## config.mk

```make
export PLATFORM = sky130hd
export DESIGN_NAME = lcd_msg_writer
export DESIGN_NICKNAME = d
export VERILOG_FILES = /design/src/rtl/lcd_pkg.sv /design/src/rtl/lcd16x2.sv /design/src/rtl/lcd_msg_writer.sv
export SDC_FILE = /design/constraint.sdc
export NUM_CORES = 1
export LEC_CHECK = 0
export CAP_MARGIN = 15
export CORE_UTILIZATION = 40
export DETAILED_ROUTE_END_ITERATION = 6
export SLEW_MARGIN = 5
export SYNTH_ARGS = -nofsm -noshare
export SYNTH_HDL_FRONTEND = slang
export SYNTH_SLANG_ARGS = --single-unit
```

## constraint.sdc

```tcl
create_clock -name clk_i -period 2.4 [get_ports clk_i]
set_input_delay 0.6 -clock clk_i [delete_from_list [all_inputs] [get_ports clk_i]]
set_output_delay 0.6 -clock clk_i [all_outputs]
set_load 0.05 [all_outputs]
```

## src/rtl/lcd_pkg.sv

```systemverilog
// lcd_pkg: shared encodings and state types for the LCD message writer and its panel driver.
package lcd_pkg;

    localparam logic [1:0] OPS_CMD   = 2'd0;
    localparam logic [1:0] OPS_DATA  = 2'd1;
    localparam logic [7:0] CMD_CLEAR = 8'h01;
    localparam logic [7:0] CMD_LINE2 = 8'hC0;

    typedef enum logic [2:0] {
        IDLE,
        CLEAR,
        ISSUE,
        WAIT_ACK,
        WAIT_RDY,
        NEXT,
        FINISH
    } state_e;

    typedef enum logic [1:0] {
        D_IDLE,
        D_SETUP,
        D_E_HI,
        D_HOLD
    } drv_state_e;

endpackage

```

## src/rtl/lcd16x2.sv

```systemverilog
// lcd16x2: single-transaction HD44780-style bus driver; rdy_o high when a new write may be accepted.
module lcd16x2
    import lcd_pkg::*;
#(
    parameter int SETUP_CYC = 2,
    parameter int E_CYC     = 4,
    parameter int HOLD_CYC  = 6
)(
    input  logic       clk_i,
    input  logic       rst_i,
    input  logic [7:0] data_i,
    input  logic [1:0] ops_i,
    input  logic       enb_i,
    output logic       rdy_o,
    output logic       lcd_rs_o,
    output logic       lcd_e_o,
    output logic [7:0] lcd_data_o
);

    localparam int CW = 8;

    drv_state_e    state_q, state_d;
    logic [CW-1:0] cnt_q, cnt_d;
    logic          rs_q, rs_d;
    logic [7:0]    dat_q, dat_d;

    always_ff @(posedge clk_i or posedge rst_i) begin
        if (rst_i) begin
            state_q <= D_IDLE;
            cnt_q   <= '0;
            rs_q    <= 1'b0;
            dat_q   <= 8'h00;
        end else begin
            state_q <= state_d;
            cnt_q   <= cnt_d;
            rs_q    <= rs_d;
            dat_q   <= dat_d;
        end
    end

    // Bus is latched at accept and held through setup, E-high and hold phases.
    always_comb begin
        state_d = state_q;
        cnt_d   = cnt_q;
        rs_d    = rs_q;
        dat_d   = dat_q;
        case (state_q)
            D_IDLE: if (enb_i) begin
                rs_d    = (ops_i == OPS_DATA);
                dat_d   = data_i;
                cnt_d   = CW'(SETUP_CYC - 1);
                state_d = D_SETUP;
            end
            D_SETUP: if (cnt_q == '0) begin
                cnt_d   = CW'(E_CYC - 1);
                state_d = D_E_HI;
            end else begin
                cnt_d = cnt_q - 1'b1;
            end
            D_E_HI: if (cnt_q == '0) begin
                cnt_d   = CW'(HOLD_CYC - 1);
                state_d = D_HOLD;
            end else begin
                cnt_d = cnt_q - 1'b1;
            end
            D_HOLD: if (cnt_q == '0) begin
                state_d = D_IDLE;
            end else begin
                cnt_d = cnt_q - 1'b1;
            end
            default: state_d = D_IDLE;
        endcase
    end

    assign rdy_o      = (state_q == D_IDLE);
    assign lcd_e_o    = (state_q == D_E_HI);
    assign lcd_rs_o   = rs_q;
    assign lcd_data_o = dat_q;

endmodule

```

## src/rtl/lcd_msg_writer.sv

```systemverilog
// lcd_msg_writer: prints a buffered ASCII message through lcd16x2, with optional clear
// and a single jump to line 2 after LINE_LEN characters.
module lcd_msg_writer
    import lcd_pkg::*;
#(
    parameter int MSG_LEN        = 32,
    parameter int LINE_LEN       = 16,
    parameter bit CLEAR_ON_START = 1'b1,
    localparam int AW = (MSG_LEN > 1) ? $clog2(MSG_LEN) : 1,
    localparam int LW = $clog2(MSG_LEN) + 1
)(
    input  logic          clk_i,
    input  logic          rst_ni,
    input  logic          msg_we_i,
    input  logic [AW-1:0] msg_addr_i,
    input  logic [7:0]    msg_data_i,
    input  logic [LW-1:0] len_i,
    input  logic          clr_i,
    input  logic          start_i,
    output logic          busy_o,
    output logic          done_o,
    output logic          lcd_rs_o,
    output logic          lcd_e_o,
    output logic [7:0]    lcd_data_o
);

    state_e        state_q, state_d;
    logic [LW-1:0] idx_q, idx_d;
    logic [LW-1:0] len_q, len_d;
    logic          line2_q, line2_d;
    logic [7:0]    data_q, data_d;
    logic [1:0]    ops_q, ops_d;
    logic          enb_q, enb_d;
    logic          busy_q, busy_d;
    logic          done_q, done_d;
    logic          rdy;
    logic [LW-1:0] len_sat;
    logic [LW-1:0] idx_inc;
    logic [7:0]    msg_buf [MSG_LEN];

    assign len_sat = (len_i > LW'(MSG_LEN)) ? LW'(MSG_LEN) : len_i;
    assign idx_inc = idx_q + LW'(1);

    // Writes only land while idle, so the message is frozen for the whole print.
    always_ff @(posedge clk_i) begin
        if (msg_we_i && state_q == IDLE)
            msg_buf[msg_addr_i] <= msg_data_i;
    end

    always_ff @(posedge clk_i or negedge rst_ni) begin
        if (!rst_ni) begin
            state_q <= IDLE;
            idx_q   <= '0;
            len_q   <= '0;
            line2_q <= 1'b0;
            data_q  <= 8'h00;
            ops_q   <= OPS_CMD;
            enb_q   <= 1'b0;
            busy_q  <= 1'b0;
            done_q  <= 1'b0;
        end else begin
            state_q <= state_d;
            idx_q   <= idx_d;
            len_q   <= len_d;
            line2_q <= line2_d;
            data_q  <= data_d;
            ops_q   <= ops_d;
            enb_q   <= enb_d;
            busy_q  <= busy_d;
            done_q  <= done_d;
        end
    end

    // CLEAR issues whichever command is pending: clear-display, or the line-2 jump when line2_q is set.
    always_comb begin
        state_d = state_q;
        idx_d   = idx_q;
        len_d   = len_q;
        line2_d = line2_q;
        data_d  = data_q;
        ops_d   = ops_q;
        enb_d   = enb_q;
        case (state_q)
            IDLE: if (start_i) begin
                len_d   = len_sat;
                idx_d   = '0;
                line2_d = 1'b0;
                state_d = (clr_i && CLEAR_ON_START) ? CLEAR : (len_sat == '0) ? FINISH : ISSUE;
            end
            CLEAR: if (rdy) begin
                data_d  = line2_q ? CMD_LINE2 : CMD_CLEAR;
                ops_d   = OPS_CMD;
                enb_d   = 1'b1;
                state_d = WAIT_ACK;
            end
            ISSUE: if (rdy) begin
                data_d  = msg_buf[idx_q[AW-1:0]];
                ops_d   = OPS_DATA;
                enb_d   = 1'b1;
                state_d = WAIT_ACK;
            end
            WAIT_ACK: if (!rdy) begin
                enb_d   = 1'b0;
                state_d = WAIT_RDY;
            end
            WAIT_RDY: if (rdy) begin
                state_d = (ops_q == OPS_DATA) ? NEXT : (!line2_q && len_q == '0) ? FINISH : ISSUE;
            end
            NEXT: begin
                idx_d = idx_inc;
                if (idx_inc == len_q) begin
                    state_d = FINISH;
                end else if (LINE_LEN < MSG_LEN && idx_inc == LW'(LINE_LEN)) begin
                    line2_d = 1'b1;
                    state_d = CLEAR;
                end else begin
                    state_d = ISSUE;
                end
            end
            FINISH: state_d = IDLE;
            default: state_d = IDLE;
        endcase
    end

    assign busy_d = (state_d != IDLE);
    assign done_d = (state_q == FINISH);
    assign busy_o = busy_q;
    assign done_o = done_q;

    lcd16x2 u_drv (
        .clk_i      (clk_i),
        .rst_i      (~rst_ni),
        .data_i     (data_q),
        .ops_i      (ops_q),
        .enb_i      (enb_q),
        .rdy_o      (rdy),
        .lcd_rs_o   (lcd_rs_o),
        .lcd_e_o    (lcd_e_o),
        .lcd_data_o (lcd_data_o)
    );

endmodule

```

==> results.md <==
- Compound-gate portion of the synthesized area: under 10%
- Total congestion overflow: 0
- Beginning of the worst register-to-register path: idx_q[0]
- Leading post-synthesis cells by cell area: edfxtp_1, mux4_2, dfrtp_1, mux4_1, nor2_1
- Critical setup path kind: flop to primary output
- Post-DR vias/cell: between 5 and 6
- Count of nets left with antenna violations after detail routing: 0
- Max cap viols: 0
- Cell breakdown of the critical path: clkdlybuf4s50_1
- Cell Area, Synth: around 13,000 um2
- Commonest cells post-synth: edfxtp_1, nor2_1, mux4_2
- Worst flop-to-flop path endpoint: data_q[3]
- Largest family of logic cells by synthesized area: multiplexers
- Main synth FF type: edfxtp_1
- Wire per inst: approximately 22 um
- Number of antenna repair diodes: 0
- Post-synthesis mux area share: between 10 and 15%
- Arr. time, crit path: around 1.8 ns
- Largest net degree at the start of global routing: 35
- Routability Congestion: 0.833
- Status: finished, final reports clean
- Cell Pwr Density: 1010 nW/um2
- Maximum frequency from static timing analysis: ~430 MHz
- Headroom to the max-slew limit: a little under half
- Share of synthesized registers carrying an async set or reset: around 16%
- CTS tree: done
- First-pass GRT wire length: about 41,000 um
- Vias in the first global route: a little under 7,000
- Clk buf depth: 3
- Clock-pin transition on the worst setup and hold timing paths: ~0.060 ns
- Area leader, netlist: edfxtp_1
- Cell count after synthesis: 706
- TritonCTS buffer count: 30
- Worst ir drop on vdd: 0.613 mV
- Number of DRC markers in iteration 0: a little under 600
- Area inside the core boundary: between 30,000 and 40,000 um2
- Post-layout nets: around 860
- Area of the multi-input gates: between 3000 and 4000 um2
- Final Hold Fails: 0
- Height of the die: ~180 um
- Post-synthesis simple-gate area fraction: 7.51%
- Area used by sequential logic in the layout: just under 9000 um2
- Clock latency reported for the late side of the worst-skew pair: ~0.56 ns
- Adder-cell share of the synthesized area: less than 1%
- Final-report setup violation count: 0
- Number of remaining DRC errors: 0
- Termination of the worst setup path: lcd_data_o[4]
- Number of different library cells in the post-synthesis netlist: 59
- Slowest stage cell on the critical path: clkdlybuf4s50_1
- Via count: roughly 6,800
- Port bufs: 35
- Post-synth EDFFs: between 200 and 300
- Tmin final: between 2 and 2.5 ns
- Pwr Total: roughly 0.015 W
- Starting density of the core: roughly 40%
- Die area: between 30,000 and 40,000 um2
- Xor/xnor cell area share of the yosys netlist: approximately 1.2%
- FILL cells: between 2,000 and 2,500
- Share of layout cells above drive strength 1: about a quarter
- Leakage: between 5 and 6 nW
- Layout-stage area growth over the synthesis result: 19.1%
- Crit start category: flop
- FF-to-FF setup slack: approximately 0.21 ns
- Number of placed I/O pins: 36
- Crit path depth: 1
- Number of buffers added to fix hold violations after cts: 0
- Mean cell area of the mapped netlist: between 15 and 20 um2
- CP max stage delay: slightly above 0.8 ns
- Fin util: a little under 50%
- H-tree levels: 1
- Critical-path maximum fanout: 2
- Required time of the worst setup path: about 1.8 ns
- RSZ-0062 raised after global routing: no
- Sequential element share of the synthesized area: 70.8%
- Total track usage: 17.5%
- Top Family by Delay on Critical Path: buffers and inverters
- Slew @ Worst Pin: a little over 0.8 ns
- Synthesized netlist net count: roughly 740
- Start point of the critical path: u_drv.lcd_data_o[4]
- Num Clock Sinks: a little over 300
- Synthesis-stage register bit count: 303
- DP Wirelength: about 18,000 um
- Post-Route Skew: ~0.018 ns
- Site Rows: 64
- Crit path buffers/inverters: 1
- Kind of end point of the critical path: primary output
- CTS root buffer: clkbuf_16
- Pre-antenna DRT Iters: 6
- Worst-case reg-to-reg path depth: 7
- Width of the die: 179 um
- Library cell with the highest instance count after synthesis: edfxtp_1
- Initial antenna violation count: 0
- Total length of routed wires: 27,500 um
- Fraction of synthesized cell area taken by the top area cell type: between 60% and 70%
- Yosys synthesis warning count: 0
- Class of the tightest hold or removal check: primary input to asynchronous set/reset pin
- Period utilization: 97.7%
- Final slew viol count: 0
-- how the worst min path moves through the flow --
stage / to / slack, ns / cells past startpoint
floorplan: busy_o / 0.30 / 0
global placement: data_q[1] / 0.48 / 2
detailed placement: data_q[1] / 0.49 / 2
CTS: u_drv.lcd_rs_o / 0.15 / 1
global route: u_drv.state_q[0] / 0.19 / 1
finish: u_drv.state_q[0] / 0.14 / 1
-- sequential cells by signal (all words and copies together), names as in the netlist, 2 cells and up --
| name | flops |
|---|---|
| state_q | 3 |
| msg_buf | 256 |
| idx_q | 6 |
| len_q | 6 |
| u_drv.cnt_q | 8 |
| data_q | 8 |
| u_drv.lcd_data_o | 8 |
| u_drv.state_q | 2 |
-- per-stage QoR --
stage	cells	setup TNS (ns)	setup WS [ns]	cell area [um2]	hold WS, ns
floorplan	706	0	0.375	12500	0.304
global placement	1190	-0.0275	-0.0272	13800	0.479
detailed placement	1190	-0.248	-0.0231	13800	0.490
CTS	1247	0	0.0136	14900	0.147
global route	1249	0	0.00963	14900	0.192
finish	1249	0	0.0547	14900	0.141
-- final cells by class --
cell class	count	area share, %
Inverter	6	0.151
Multi-Input combinational cell	367	23.0
Clock inverter	18	1.51
Timing Repair Buffer	121	7.29
Tap cell	396	3.32
Clock buffer	38	5.24
Sequential cell	303	59.5
-- cells in the final DEF, fill, tap and decap left out, types with 4 or more instances in the layout --
| cell type | netlist | layout |
|---|---|---|
| mux4_2 | 54 | 54 |
| nor2_1 | 64 | 64 |
| mux4_1 | 13 | 13 |
| nor4_1 | 5 | 5 |
| inv_1 | 6 | 6 |
| o21ai_0 | 19 | 19 |
| nand2b_1 | 9 | 9 |
| mux2_2 | 11 | 11 |
| dfrtp_1 | 47 | 45 |
| nand3b_1 | 6 | 6 |
| clkdlybuf4s50_1 | 0 | 32 |
| clkbuf_1 | 9 | 8 |
| a21oi_1 | 7 | 7 |
| a211oi_1 | 7 | 7 |
| o41ai_1 | 6 | 6 |
| bufinv_16 | 0 | 5 |
| mux2i_1 | 11 | 11 |
| buf_12 | 3 | 7 |
| buf_4 | 3 | 79 |
| nor3_1 | 10 | 10 |
| edfxtp_1 | 256 | 256 |
| nand3_1 | 6 | 6 |
| o22ai_1 | 7 | 7 |
| ha_1 | 6 | 6 |
| xor2_1 | 4 | 4 |
| xnor2_1 | 11 | 11 |
| nor2b_1 | 20 | 20 |
| o31ai_1 | 4 | 4 |
| and3_1 | 4 | 4 |
| clkinv_1 | 0 | 7 |
| clkbuf_16 | 0 | 30 |
| or3_1 | 6 | 6 |
| nand2_1 | 40 | 40 |
-- repair_timing --
| action | CTS | global route |
|---|---|---|
| setup buffers | 1 | 2 |
| gates resized for setup | 0 | 1 |
| endpoints found under the setup margin | 2 | 4 |
| pin swaps | 0 | 0 |
-- metal layers --
layer	vias up	global-route usage (%)	share of wire [%]
li1	3067	-	-
met1	3493	23.5	43
met2	164	29.9	50
met3	36	3.05	5.1
met4	0	3.64	1.6
met5	-	0	0
-- cell families after synthesis --
group	after synthesis
flops	303
simple gates	189
mux	89
compound gates	67
buf+inv	36
xor+xnor	16
fa+ha+maj	6
-- power by group --
group	internal, W	switching (W)
sequential	0.00605	0.000255
clock	0.00283	0.00192
combinational	0.00190	0.00209
No activity file was read; power rests on OpenSTA's default activity.
